**src/rtl/t1_tb_pkg.sv**
```systemverilog
// Shared types for the idle tracker: FSM states and sticky error codes.
package t1_tb_pkg;

    // Drain FSM states
    typedef enum logic [1:0] {
        RUN   = 2'd0,
        DRAIN = 2'd1,
        IDLE  = 2'd2
    } idle_state_e;

    // First-error capture codes
    typedef enum logic [1:0] {
        ERR_NONE      = 2'd0,
        ERR_UNDERFLOW = 2'd1,
        ERR_OVERFLOW  = 2'd2
    } err_code_e;

    // Width of the optional statistics counters
    localparam int STATS_W = 64;

endpackage

```
**src/rtl/t1_idle_burst_counter.sv**
```systemverilog
// Saturating up/down counter of outstanding bursts on one AXI channel pair.
// Flags an underflow (retire at zero) or overflow (issue at all-ones) in the
// same cycle the offending fire is seen; the count never wraps.
import t1_tb_pkg::*;

module t1_idle_burst_counter #(
    parameter int W = 8
) (
    input  logic         clock,
    input  logic         reset,
    input  logic         clear,
    input  logic         inc,
    input  logic         dec,
    output logic [W-1:0] count,
    output logic         underflow,
    output logic         overflow
);

    // Error detection for this cycle; suppressed while the counter is held clear
    always_comb begin
        underflow = !clear && dec && !inc && (count == '0);
        overflow  = !clear && inc && !dec && (count == '1);
    end

    // Count register: net change of issue minus retire, saturating at both ends
    always_ff @(posedge clock) begin
        // NOTE: sequential state uses non-blocking assignments so every flop samples pre-edge values.
        if (reset || clear) begin
            count <= '0;
        end else if (inc && !dec && !overflow) begin
            count <= count + W'(1);
        end else if (dec && !inc && !underflow) begin
            count <= count - W'(1);
        end
    end

endmodule

```
**src/rtl/t1_idle_tracker.sv**
```systemverilog
// Idle tracker: counts outstanding AXI bursts, watches core_busy and, once the
// cosim side raises quit, asserts idle after QUIET_CYCLES consecutive quiet
// cycles. Optional statistics outputs are enabled by T1_IDLE_TRACKER_STATS_EN.
import t1_tb_pkg::*;

module t1_idle_tracker #(
    parameter int OUTSTANDING_W = 8,
    parameter int QUIET_CYCLES  = 16
) (
    input  logic                     clock,
    input  logic                     reset,
    input  logic                     initFlag,
    input  logic                     ar_fire,
    input  logic                     r_last_fire,
    input  logic                     aw_fire,
    input  logic                     b_fire,
    input  logic                     core_busy,
    input  logic                     quit,
    output logic                     idle,
    output logic [OUTSTANDING_W-1:0] rd_outstanding,
    output logic [OUTSTANDING_W-1:0] wr_outstanding,
    output logic                     error,
    output logic [1:0]               error_code
`ifdef T1_IDLE_TRACKER_STATS_EN
    ,
    output logic [STATS_W-1:0]       rd_total,
    output logic [STATS_W-1:0]       wr_total,
    output logic [STATS_W-1:0]       drain_cycles
`endif
);

    localparam int QW = $clog2(QUIET_CYCLES + 1);
    localparam logic [QW-1:0] QUIET_LAST = QW'(QUIET_CYCLES - 1);

    idle_state_e   state, state_n;
    logic [QW-1:0] quiet_cnt, quiet_n;
    err_code_e     err_q;
    logic          rd_uf, rd_of, wr_uf, wr_of;
    logic          qualifying;

    t1_idle_burst_counter #(.W(OUTSTANDING_W)) u_rd (
        .clock     (clock),
        .reset     (reset),
        .clear     (initFlag),
        .inc       (ar_fire),
        .dec       (r_last_fire),
        .count     (rd_outstanding),
        .underflow (rd_uf),
        .overflow  (rd_of)
    );

    t1_idle_burst_counter #(.W(OUTSTANDING_W)) u_wr (
        .clock     (clock),
        .reset     (reset),
        .clear     (initFlag),
        .inc       (aw_fire),
        .dec       (b_fire),
        .count     (wr_outstanding),
        .underflow (wr_uf),
        .overflow  (wr_of)
    );

    assign error_code = err_q;

    // A cycle is quiet when nothing is open, nothing fires and the core is idle
    assign qualifying = (rd_outstanding == '0) && (wr_outstanding == '0) &&
                        !ar_fire && !r_last_fire && !aw_fire && !b_fire &&
                        !core_busy;

    // Sticky first-error capture; underflow outranks a simultaneous overflow
    always_ff @(posedge clock) begin
        if (reset) begin
            error <= 1'b0;
            err_q <= ERR_NONE;
        end else if (!error) begin
            if (rd_uf || wr_uf) begin
                error <= 1'b1;
                err_q <= ERR_UNDERFLOW;
            end else if (rd_of || wr_of) begin
                error <= 1'b1;
                err_q <= ERR_OVERFLOW;
            end
        end
    end

    // Next-state and quiet-count logic; quit low or initFlag always wins
    always_comb begin
        // NOTE: defaults first so every path assigns both outputs and no latch is inferred.
        state_n = state;
        quiet_n = quiet_cnt;
        if (initFlag || !quit) begin
            state_n = RUN;
            quiet_n = '0;
        end else begin
            unique case (state)
                RUN: begin
                    state_n = DRAIN;
                    quiet_n = '0;
                end
                DRAIN: begin
                    if (!qualifying) begin
                        quiet_n = '0;
                    end else if (quiet_cnt == QUIET_LAST) begin
                        state_n = IDLE;
                        quiet_n = '0;
                    end else begin
                        quiet_n = quiet_cnt + QW'(1);
                    end
                end
                IDLE: begin
                    if (!qualifying) begin
                        state_n = DRAIN;
                        quiet_n = '0;
                    end
                end
                default: begin
                    state_n = RUN;
                    quiet_n = '0;
                end
            endcase
        end
    end

    // State, quiet counter and registered idle output
    always_ff @(posedge clock) begin
        if (reset) begin
            state     <= RUN;
            quiet_cnt <= '0;
            idle      <= 1'b0;
        end else begin
            state     <= state_n;
            quiet_cnt <= quiet_n;
            idle      <= (state_n == IDLE);
        end
    end

`ifdef T1_IDLE_TRACKER_STATS_EN
    // Free-running statistics, cleared only by reset and wrapping at 2^64
    always_ff @(posedge clock) begin
        if (reset) begin
            rd_total     <= '0;
            wr_total     <= '0;
            drain_cycles <= '0;
        end else begin
            if (ar_fire)        rd_total     <= rd_total + STATS_W'(1);
            if (aw_fire)        wr_total     <= wr_total + STATS_W'(1);
            if (state == DRAIN) drain_cycles <= drain_cycles + STATS_W'(1);
        end
    end
`endif

endmodule

```
**config.mk**
```make
export PLATFORM = sky130hd
export DESIGN_NAME = t1_idle_tracker
export DESIGN_NICKNAME = d
export VERILOG_FILES = /design/src/rtl/t1_tb_pkg.sv /design/src/rtl/t1_idle_burst_counter.sv /design/src/rtl/t1_idle_tracker.sv
export SDC_FILE = /design/constraint.sdc
export NUM_CORES = 1
export LEC_CHECK = 0
export BUFFER_PORTS_ARGS = -buffer_cell sky130_fd_sc_hd__buf_2
export CORE_MARGIN = 2
export CORE_UTILIZATION = 51
export CTS_CLUSTER_SIZE = 25
export DETAILED_ROUTE_END_ITERATION = 12
export GPL_TIMING_DRIVEN = 0
export PLACE_DENSITY = 0.76
export REMOVE_ABC_BUFFERS = 1
export SETUP_SLACK_MARGIN = 0.3
export SYNTH_ARGS = -nofsm -noshare
export SYNTH_HDL_FRONTEND = slang
export SYNTH_HIERARCHICAL = 1
export SYNTH_SLANG_ARGS = --single-unit
```
**constraint.sdc**
```tcl
create_clock -name clock -period 3.28 [get_ports clock]
set_clock_uncertainty 0.15 [all_clocks]
set_input_delay 0.984 -clock clock [delete_from_list [all_inputs] [get_ports clock]]
set_output_delay 0.984 -clock clock [all_outputs]
set_load 0.02 [all_outputs]
```
; Word-level counts from Yosys, hierarchy flattened
; Cells that the tools add are included.
[classes]
n_addsub = 5
eq_ne = 7
n_mux = 18
bitwise_logic = 1
n_reduce_logical = 49
[ops]
columns = operator, n
row1 = 8-bit 2-to-1 mux, 4
row2 = 1-bit logical AND, 26
row3 = "8-bit by 1-bit adder with 8-bit output, second input constant", 2
row4 = "8-bit == test, second input constant", 2
row5 = 8-bit zero test, 2
row6 = "8-bit by 1-bit subtractor with 8-bit output, second input constant", 2
row7 = 5-bit 2-to-1 mux, 3
row8 = 2-bit 2-to-1 mux, 6
row9 = 1-bit zero test, 11
row10 = 5-bit case mux with 2 select lines, 1
row11 = 2-bit case mux with 3 select lines, 1
row12 = 2-bit nonzero test, 3
row13 = "5-bit by 1-bit adder with 5-bit output, second input constant", 1
row14 = "5-bit by 4-bit == test with 1-bit output, second input constant", 1
row15 = "2-bit == test, second input constant", 2
row16 = 1-bit logical OR, 4
row17 = 1-bit 2-to-1 mux, 3
row18 = "2-bit by 1-bit == test with 1-bit output, second input constant", 1
row19 = 2-bit zero test, 1
row20 = "2-bit != test, second input constant", 1
row21 = 2-bit AND reduction, 1
row22 = 2-bit OR reduction, 1
row23 = 1-bit NOT, 1
[word_totals]
register_bits = 27
in_bits = 9
out_inout_bits = 20
wordCells = 87

; Depth between registers and ports, before layout
; Gate-level depths: netlist of the first run.
[depth]
depth_word = 11
depth_mapped = 8
ltp_nobuf = 8

; Hierarchy
; Netlist of the first run, hierarchy kept.
[modules_own_cells]
columns = module, n_inst, cells_per_inst, area_each_um2, seq_area_each_um2
row1 = t1_idle_burst_counter (u_rd), 1, 79, 665.6, 160.2
row2 = t1_idle_burst_counter (u_wr), 1, 79, 658.1, 160.2
row3 = t1_idle_tracker, 1, 62, 510.5, 220.2

; Worst setup path after synthesis of the first run
; Ideal clock, no wire load.
[synth_timing]
path_kind = input port to flip-flop
from = input port initFlag
to = register u_wr.count[6]
setup_ps = 70
arrival_ps = 3235
required_time_ps = 3060
path_slack_ps = -175
path_stages = 8
n_path_buf = 0
path_cell_list = nand2b_1 -> o31ai_1 -> ha_1 -> a211oi_1 -> nor2_1 -> or4_1 -> a41o_2 -> a21oi_1
[synth_via]
elab_chain_cells = 7
word_cells_on_any_way = 14
cone_classes = 1 x mux / 13 x reduce/logical
[synth_lines]
columns = item, line
row1 = from (decl), t1_idle_tracker.sv:12  ; input logic initFlag,
row2 = 1-bit zero test, "t1_idle_burst_counter.sv:21, t1_idle_burst_counter.sv:22"
row3 = "1-bit logical AND, on equally long branches (3 in series)", "t1_idle_burst_counter.sv:22, t1_idle_burst_counter.sv:21"
row4 = "1-bit zero test, on equally long branches", "t1_idle_burst_counter.sv:30, t1_idle_burst_counter.sv:32"
row5 = "1-bit logical AND, on equally long branches", "t1_idle_burst_counter.sv:30, t1_idle_burst_counter.sv:32"
row6 = 8-bit 2-to-1 mux or 2-bit nonzero test (tied branches), -
row7 = to (signal assigned), t1_idle_burst_counter.sv:31  ; count <= count + W'(1);
row8 = to (signal assigned), t1_idle_burst_counter.sv:33  ; count <= count - W'(1);
row9 = to (decl), t1_idle_burst_counter.sv:14  ; output logic [W-1:0] count,
; Several ways; a longest one is shown, not always the timed one.
; A chain may end at the register's enable or synchronous reset.

; Final worst setup path of the first run
; Ends and elaborated chain as after synthesis.

==> results.py, run 1 <==
metrics = {
    "sta": {
        "worstMarginPinSlew_ns": 0.457,
        "slew_headroom_pct": 69.2,
        "hold_violations": 0,
        "max_clock_freq_mhz": 343,
        "period_share_pct": 89.0,
        "slew_viol_final": 0,
        "finalSetupViolCount": 0,
        "rsz0062_at_grt": "yes",
        "period_minus_slack_ns": 2.92,
        "holdWs_ns": 0.345,
        "final.setup.tns_ns": 0,
    },
    "routing": {
        "ant_nets": 0,
        "wl_mm": 4.11,
        "drtIter0Drc": 118,
        "vias": 1744,
        "first_pass_iters": 4,
        "drcViolationCount": 0,
        "wl_per_cell_um": 13.6,
        "vias_per_cell": 5.76,
    },
    "die": {
        "die_area_sq_um": 4090,
        "core-area_sq_um": 3390,
        "die_y_um": 64.0,
        "io_pins": 29,
        "start_util_pct": 54.1,
        "die_x_um": 64.0,
        "rows": 21,
    },
    "logic_synthesis": {
        "ys.flop_type": "dfxtp_1",
        "yosys_warnings": 6,
        "syn_inst": 220,
        "netlist_area_sq_um": 1830,
        "synth_area_leaders": "dfxtp_1 29%, ha_1 8.9%, nor2_1 6.5%",
        "async_reset_ff_share_pct": 0,
        "synth.distinct_cells": 42,
        "synth.avg_cell_area_sq_um": 8.34,
        "ys_ff_latch": 27,
        "synth_top_cell_by_area": "dfxtp_1",
        "synth_top_area_share_pct": 29.5,
        "ys_seq_area_share_pct": 29.5,
        "synth_edf_count": 0,
    },
    "global_route": {
        "grt_usage_pct": 20.5,
        "grt_pass1_vias": 1506,
        "antenna_found_initial": 0,
        "grt_max_degree": 15,
        "overflow": 0,
        "grt_pass1_wl_mm": 6.82,
    },
    "critical_path": {
        "cp_cell_sequence": "buf_2 -> nand2b_4 -> o31ai_4 -> buf_6 -> ha_4 -> o21ai_1 -> nor2_1 -> or4_1 -> a41o_2 -> a21oi_1",
        "critPathBufInv": 2,
        "criticalPathCategory": "in2reg",
        "cp_slowest_stage_delay_ns": 0.42,
        "crit_slowest_cell": "o31ai_4",
        "endpoint_kind": "flip-flop",
        "crit_fanout": 9,
        "cp.arrival_ns": 3.05,
        "cp.required_ns": 3.41,
        "crit_family": "compound AO/OA/AOI/OAI gates",
        "start_kind": "primary input",
    },
    "clock_network": {
        "clock_path_buffers": 2,
        "htree_levels": 1,
        "clkTransAtPathRegs_ns": 0.14,
        "clock_sinks": 27,
        "ctsHoldBuffers": 0,
        "cts_tree": "built",
        "numCtsBuffers": 3,
        "root_buffer": "clkbuf_4",
        "insertion_delay_ns": 0.33,
    },
    "pwr": {
        "vdd_drop_max_mv": 0.163,
        "p_leak_nw": 0.945,
        "pwr_density_cell_nw_per_um2": 361,
    },
    "place": {
        "detailed_place_hpwl_mm": 2.90,
        "io_buffers": 28,
        "globalplace.congestion": 0.833,
    },
    "layout": {
        "antenna_cells": 0,
        "layout_commonest_cell": "nor2_1",
        "fin_util_pct": 64.8,
        "drive_gt1_share_pct": 23.7,
        "fillers": 298,
        "final_cell_mix": "32 x nor2_1, 28 x buf_2, 27 x dfxtp_1",
        "synthToLayoutAreaGrowth_pct": 19.7,
        "nNetsFinal": 282,
    },
    "flow_run": {
        "maxCapViolCount": 0,
    },
    "run_status": {
        "status": "finished clean",
    },
    "worst_hold_path": {
        "hold_path_class": "reg2reg",
    },
}
-- sequential cells by signal, summed over array words and instances (netlist names) --
| register | flops |
|---|---|
| u_wr/count | 8 |
| error_code | 2 |
| error | 1 |
| idle | 1 |
| u_rd/count | 8 |
| quiet_cnt | 5 |
| state | 2 |
-- power breakdown --
| part | internal [mW] | switching, mW | total (mW) |
|---|---|---|---|
| Sequential | 0.345 | 0.0272 | 0.372 |
| Combinational | 0.122 | 0.149 | 0.270 |
| Clock | 0.0479 | 0.102 | 0.150 |
-- per-stage QoR --
stage / cell area [sq um] / std cells / total power [mW] / worst slack (ns)
6_report: 2200 / 303 / 0.792 / 0.362
5_1_grt: 2200 / 303 / 0.845 / 0.237
4_1_cts: 2070 / 295 / 0.771 / 0.158
3_5_place_dp: 2010 / 291 / 0.622 / -0.693
3_3_place_gp: 2010 / 291 / 0.617 / -0.687
2_1_floorplan: 1820 / 217 / 0.564 / -0.175
-- worst paths after layout --
path | from | end | slack (ns) | cells past startpoint
min reg2reg | error | error | 0.35 | 2
max | initFlag | u_wr/count[6] | 0.36 | 10
min | error | error | 0.35 | 2
max reg2reg | u_wr/count[4] | u_wr/count[6] | 0.57 | 9
-- area by class of cell --
type                            instances  area (sq um)  area share (%)
Clock buffer                            4          26.3            1.20
Inverter                                4          15.0           0.684
Multi-Input combinational cell        186          1350            61.6
Sequential cell                        27           541            24.6
Tap cell                               46          57.6            2.62
Timing Repair Buffer                   36           204            9.29
-- synthesized netlist by cell type, types with 2 or more instances --
| cell | count |
|---|---|
| or3_1 | 2 |
| ha_1 | 13 |
| and3_1 | 2 |
| inv_1 | 4 |
| o21a_1 | 2 |
| a31oi_2 | 2 |
| a21oi_1 | 17 |
| nor3b_1 | 4 |
| or2_2 | 2 |
| o21ai_0 | 6 |
| nand2_1 | 13 |
| xnor2_1 | 2 |
| a21o_1 | 5 |
| nor2b_1 | 6 |
| nor2_1 | 32 |
| fa_1 | 2 |
| xor2_1 | 6 |
| buf_1 | 2 |
| o31ai_1 | 4 |
| dfxtp_1 | 27 |
| nand4_1 | 3 |
| nor4_1 | 8 |
| a221oi_1 | 2 |
| a211o_1 | 2 |
| nand2b_1 | 4 |
| a211oi_1 | 4 |
| nor3_1 | 10 |
| nand3_1 | 10 |
| or3_4 | 2 |
| mux2i_1 | 9 |
| a21oi_4 | 2 |
-- timing repair --
action / 4_1_cts / 5_1_grt
pin swaps: 1 / 3
cloned: 0 / 0
buffers inserted: 0 / 8
setup endpoints to repair: 10 / 5
resized for setup: 4 / 12
-- tightest hold or removal path, cell delays in order, from the launching register on --
cell and delay (ns):
dfxtp_1 0.36, inv_1 0.06, a21oi_1 0.05
-- per-layer routing --
layer | track usage (%) | wire length (um) | vias up
met2 | 30.9 | 1800 | 56
li1 | - | - | 895
met1 | 29.5 | 2030 | 786
met3 | 2.82 | 211 | 7
met4 | 7.61 | 60 | 0
met5 | 0 | 0 | -
-- logic make-up (layout without fill, tap and decap cells) --
kind of cell	Yosys count	in the layout	synth area share, %
simple gates	103	103	29.3
mux	9	9	4.91
buf+inv	7	44	1.84
xor+xnor	8	8	3.82
compound gates	51	51	19.6
fa+ha+maj	15	15	11.1
flops	27	27	29.5
Note: power is estimated with default switching activity, not from simulation.
==> run 2, diff against run 1 <==
Settings changed: BUFFER_PORTS_ARGS -buffer_cell sky130_fd_sc_hd__buf_2 to -buffer_cell sky130_fd_sc_hd__buf_4, CORE_UTILIZATION 51 to 56, PLACE_DENSITY 0.76 to 0.79.
Clock period 3.28 ns to 3.1 ns, I/O delays scaled along.
==> results.py, run 2 (synthesis results as in run 1) <==
metrics = {
    "sta": {
        "rsz0062_at_grt": "yes",
        "max_clock_freq_mhz": 344,
        "slew_headroom_pct": 68.2,
        "worstMarginPinSlew_ns": 0.476,
        "setup_slack_ns": 0.190,
        "period_minus_slack_ns": 2.91,
        "holdWs_ns": 0.336,
        "period_share_pct": 93.9,
        "hold_violations": 0,
        "final.setup.tns_ns": 0,
        "finalSetupViolCount": 0,
        "slew_viol_final": 0,
    },
    "clock_network": {
        "cts_tree": "built",
        "ctsHoldBuffers": 0,
        "clkTransAtPathRegs_ns": 0.15,
        "clock_sinks": 27,
        "clock_path_buffers": 2,
        "numCtsBuffers": 3,
        "htree_levels": 1,
        "insertion_delay_ns": 0.33,
        "root_buffer": "clkbuf_4",
    },
    "die": {
        "die_y_um": 61.2,
        "start_util_pct": 59.6,
        "die_x_um": 61.2,
        "die_area_sq_um": 3750,
        "rows": 20,
        "io_pins": 29,
        "core-area_sq_um": 3080,
    },
    "routing": {
        "vias_per_cell": 5.91,
        "first_pass_iters": 4,
        "wl_mm": 4.41,
        "ant_nets": 0,
        "drcViolationCount": 0,
        "wl_per_cell_um": 14.6,
        "vias": 1780,
        "drtIter0Drc": 108,
    },
    "global_route": {
        "grt_max_degree": 16,
        "grt_pass1_wl_mm": 6.80,
        "grt_pass1_vias": 1591,
        "overflow": 0,
        "antenna_found_initial": 0,
        "grt_usage_pct": 23.9,
    },
    "layout": {
        "nNetsFinal": 282,
        "final_cells": 301,
        "fin_area_sq_um": 2340,
        "synthToLayoutAreaGrowth_pct": 27.5,
        "fillers": 223,
        "antenna_cells": 0,
        "layout_commonest_cell": "buf_4",
        "reg_top3": "u_rd/count (8), u_wr/count (8), quiet_cnt (5)",
        "seqCellArea_sq_um": 541,
        "multi_input_area_sq_um": 1410,
        "final_cell_mix": "33 x buf_4, 31 x nor2_1, 27 x dfxtp_1",
        "fin_util_pct": 76.0,
        "drive_gt1_share_pct": 28.8,
    },
    "critical_path": {
        "cp.arrival_ns": 3.03,
        "reg2reg_slack_ns": 0.30,
        "cp_cell_sequence": "buf_12 -> nand2b_4 -> o31ai_4 -> ha_4 -> a211oi_4 -> nor2_2 -> or4_1 -> a41o_2 -> a21oi_1",
        "criticalPathCategory": "in2reg",
        "cp_slowest_stage_delay_ns": 0.49,
        "start_kind": "primary input",
        "endpoint_kind": "flip-flop",
        "cp.required_ns": 3.22,
        "crit_fanout": 7,
        "worstRegToRegCells": 8,
        "r2r-start": "u_wr/count[0]",
        "crit_slowest_cell": "o31ai_4",
        "rr_endpoint": "u_wr/count[6]",
    },
    "pwr": {
        "vdd_drop_max_mv": 0.229,
        "pwr_density_cell_nw_per_um2": 375,
        "p_leak_nw": 0.965,
        "power_uw": 876,
    },
    "place": {
        "globalplace.congestion": 0.778,
        "place_area_sq_um": 2080,
        "dp_cells": 289,
        "io_buffers": 28,
        "dpl_worst_slack_ns": -0.849,
        "detailed_place_hpwl_mm": 2.99,
    },
    "worst_hold_path": {
        "whs_endpoint": "error",
        "min_path_cells": 2,
        "hold_path_class": "reg2reg",
        "hp-start": "error",
    },
    "flow_run": {
        "maxCapViolCount": 0,
    },
    "run_status": {
        "status": "finished clean",
    },
}
==> run 2: changes by cell type in the layout (fill, tap and decap cells not counted), sizes merged <==
| cell | delta |
|---|---|
| clkbuf | -1 |
| clkinv | +1 |
==> run 2: how the worst max path moves through the flow <==
stage / slack (ns) / from / to
after floorplan: -0.30 / initFlag / u_wr/count[6]
after CTS: 0.26 / initFlag / u_wr/count[6]
after global routing: 0.15 / initFlag / u_wr/count[6]
after global placement: -0.79 / initFlag / u_wr/count[6]
final: 0.19 / initFlag / u_wr/count[6]
after detailed placement: -0.85 / initFlag / u_wr/count[6]
==> run 2: critical path, delay by kind of cell <==
family	cells	cell delay (ns)
fa+ha+maj	1	0.29
simple gates	3	0.63
compound gates	4	1.07
buf+inv	1	0.11
==> run 2: power breakdown <==
part	internal [mW]	total (mW)	switching [mW]
Clock	0.0484	0.157	0.109
Combinational	0.152	0.323	0.171
Sequential	0.365	0.395	0.0302
Total	0.565	0.876	0.311
==> run 2: routing by layer <==
metal | share of wire, % | vias up | track usage (%)
met5 | 0 | - | 0
met3 | 7.1 | 4 | 5.25
li1 | - | 893 | -
met1 | 46 | 817 | 32.3
met4 | 0.61 | 0 | 7.45
met2 | 46 | 66 | 38.0
==> run 2: layout make-up <==
type / instances / share of cell area [%]
Clock buffer: 3 / 0.963
Clock inverter: 1 / 0.214
Inverter: 4 / 0.642
Multi-Input combinational cell: 186 / 60.3
Sequential cell: 27 / 23.1
Tap cell: 44 / 2.35
Timing Repair Buffer: 36 / 12.4
==> run 2: what timing repair did <==
item                                   CTS  global route
gates resized for setup                 15            19
endpoints found under the hold margin    0             0
setup endpoints to repair               13             6
pin swaps                                4             5
setup buffers                            3             5
==> run 3, diff against run 2 <==
Settings changed: ABC_AREA set to 1, PLACE_DENSITY 0.79 to 0.78.
==> results.py, run 3 <==
metrics = {
    "sta": {
        "final.setup.tns_ns": 0,
        "period_share_pct": 84.5,
        "period_minus_slack_ns": 2.62,
        "slew_viol_final": 0,
        "rsz0062_at_grt": "no",
        "worstMarginPinSlew_ns": 0.547,
        "max_clock_freq_mhz": 382,
        "hold_violations": 0,
        "finalSetupViolCount": 0,
        "slew_headroom_pct": 63.4,
    },
    "place": {
        "io_buffers": 28,
        "globalplace.congestion": 0.874,
        "detailed_place_hpwl_mm": 3.55,
        "place_area_sq_um": 2410,
    },
    "clock_network": {
        "htree_levels": 1,
        "insertion_delay_ns": 0.27,
        "ctsHoldBuffers": 0,
        "root_buffer": "clkbuf_8",
        "clock_path_buffers": 2,
        "clkTransAtPathRegs_ns": 0.09,
        "postCtsSetupRepairBufs": 0,
        "numCtsBuffers": 3,
        "clock_sinks": 27,
        "cts_tree": "built",
        "post_cts_resize_count": 0,
    },
    "routing": {
        "drcViolationCount": 0,
        "vias": 2093,
        "wl_per_cell_um": 10.7,
        "drtIter0Drc": 77,
        "wl_mm": 4.51,
        "ant_nets": 0,
        "first_pass_iters": 4,
        "vias_per_cell": 4.96,
    },
    "global_route": {
        "grt_max_degree": 15,
        "grt_usage_pct": 23.4,
        "overflow": 0,
        "grt_pass1_wl_mm": 7.95,
        "antenna_found_initial": 0,
        "grt_pass1_vias": 1829,
    },
    "layout": {
        "antenna_cells": 0,
        "final_cell_mix": "75 x nand2_1, 64 x nor2_1, 60 x inv_1",
        "reg_top3": "u_rd/count (8), u_wr/count (8), quiet_cnt (5)",
        "fillers": 350,
        "layout_commonest_cell": "nand2_1",
        "drive_gt1_share_pct": 17.4,
        "nNetsFinal": 399,
        "multi_input_area_sq_um": 1340,
        "synthToLayoutAreaGrowth_pct": 14.8,
        "fin_area_sq_um": 2450,
        "seqCellArea_sq_um": 541,
    },
    "die": {
        "die_x_um": 65.8,
        "start_util_pct": 58.4,
        "io_pins": 29,
        "rows": 22,
        "core-area_sq_um": 3660,
        "die_y_um": 65.8,
        "die_area_sq_um": 4330,
    },
    "logic_synthesis": {
        "synthTopCellsByCount": "75 x nand2_1, 64 x nor2_1, 60 x inv_1",
        "ys_seq_area_share_pct": 25.3,
        "async_reset_ff_share_pct": 0,
        "ys.flop_type": "dfxtp_1",
        "yosys_warnings": 6,
        "synth.distinct_cells": 29,
        "synth_edf_count": 0,
        "synth_area_leaders": "dfxtp_1 25%, nand2_1 13%, nor2_1 11%",
        "syn_inst": 342,
        "synth_top_cell_by_area": "dfxtp_1",
        "yosysMostFrequentCell": "nand2_1",
        "synth.avg_cell_area_sq_um": 6.25,
        "ys_ff_latch": 27,
        "netlist_area_sq_um": 2140,
        "synth_top_area_share_pct": 25.3,
    },
    "critical_path": {
        "start_kind": "primary input",
        "criticalPathCategory": "in2reg",
        "worstRegToRegCells": 12,
        "cp.arrival_ns": 2.65,
        "endpoint_kind": "flip-flop",
        "crit_fanout": 9,
        "cp.required_ns": 3.13,
    },
    "run_status": {
        "status": "finished clean",
    },
    "flow_run": {
        "maxCapViolCount": 0,
    },
    "pwr": {
        "p_leak_nw": 1.32,
        "vdd_drop_max_mv": 0.199,
        "pwr_density_cell_nw_per_um2": 362,
    },
    "worst_hold_path": {
        "hold_path_class": "reg2reg",
        "min_path_cells": 2,
    },
}
## run 3: kinds of logic (layout without fill, tap and decap cells)
logic type                 after synthesis  after routing  synth area share [%]
DFF                                     27             27                  25.3
AOI/OAI and AO/OA                       31             31                  7.96
buffers and inverters                   66             98                  12.1
xor gates and xnor gates                 7              7                  2.87
and+or+nand+nor                        196            196                  42.3
adders and majority gates               15             15                  9.49
## run 3: area by class of cell
cell class	instances	area share, %
multi-input cells	249	54.6
clock buffers	4	1.84
flip-flops and latches	27	22.0
well taps	48	2.45
inverters	66	10.5
repair buffers	28	8.57
## run 3: final timing paths
check | startpoint | to | slack (ns)
setup reg to reg | u_rd/count[0] | u_rd/count[7] | 0.71
hold reg to reg | quiet_cnt[4] | quiet_cnt[4] | 0.31
setup / recovery | b_fire | u_wr/count[7] | 0.48
hold / removal | quiet_cnt[4] | quiet_cnt[4] | 0.31
## run 3: power by group
| part | leakage (nW) | switching (mW) | total (mW) | internal (mW) |
|---|---|---|---|---|
| combinational | 1.08 | 0.180 | 0.298 | 0.118 |
| clock | 0.0228 | 0.108 | 0.201 | 0.0922 |
| sequential | 0.220 | 0.0266 | 0.390 | 0.364 |
| total | 1.32 | 0.315 | 0.889 | 0.574 |
## run 3: critical path, cell delays in order
cell and delay [ns]:
buf_4 0.12, inv_1 0.04, nand2_1 0.06, nor2_1 0.09, nand3_1 0.10, nand2_2 0.20
ha_1 0.32, or2_4 0.26, nand2_2 0.09, nor2_1 0.04, nor2_1 0.11, nand2_1 0.08
a21oi_1 0.13, nor2_1 0.06
## run 3: metal layers
| metal | global-route usage [%] | up-vias | routed length (um) |
|---|---|---|---|
| li1 | - | 1120 | - |
| met1 | 28.9 | 936 | 2140 |
| met2 | 41.3 | 29 | 2170 |
| met3 | 2.73 | 8 | 108 |
| met4 | 9.11 | 0 | 94 |
| met5 | 0 | - | 0 |
## run 3: per-stage QoR
step           hold slack, ns  worst slack, ns  power, mW  std cells  utilization (%)
6_report                0.305            0.479      0.889        422             67.0
5_1_grt                 0.333            0.326      0.956        422             67.0
2_1_floorplan           0.277            0.533      0.616        342                -
3_5_place_dp            0.296            0.179      0.695        418             65.8
3_3_place_gp            0.286            0.223      0.688        418             65.8
4_1_cts                 0.310            0.476      0.897        422             67.0
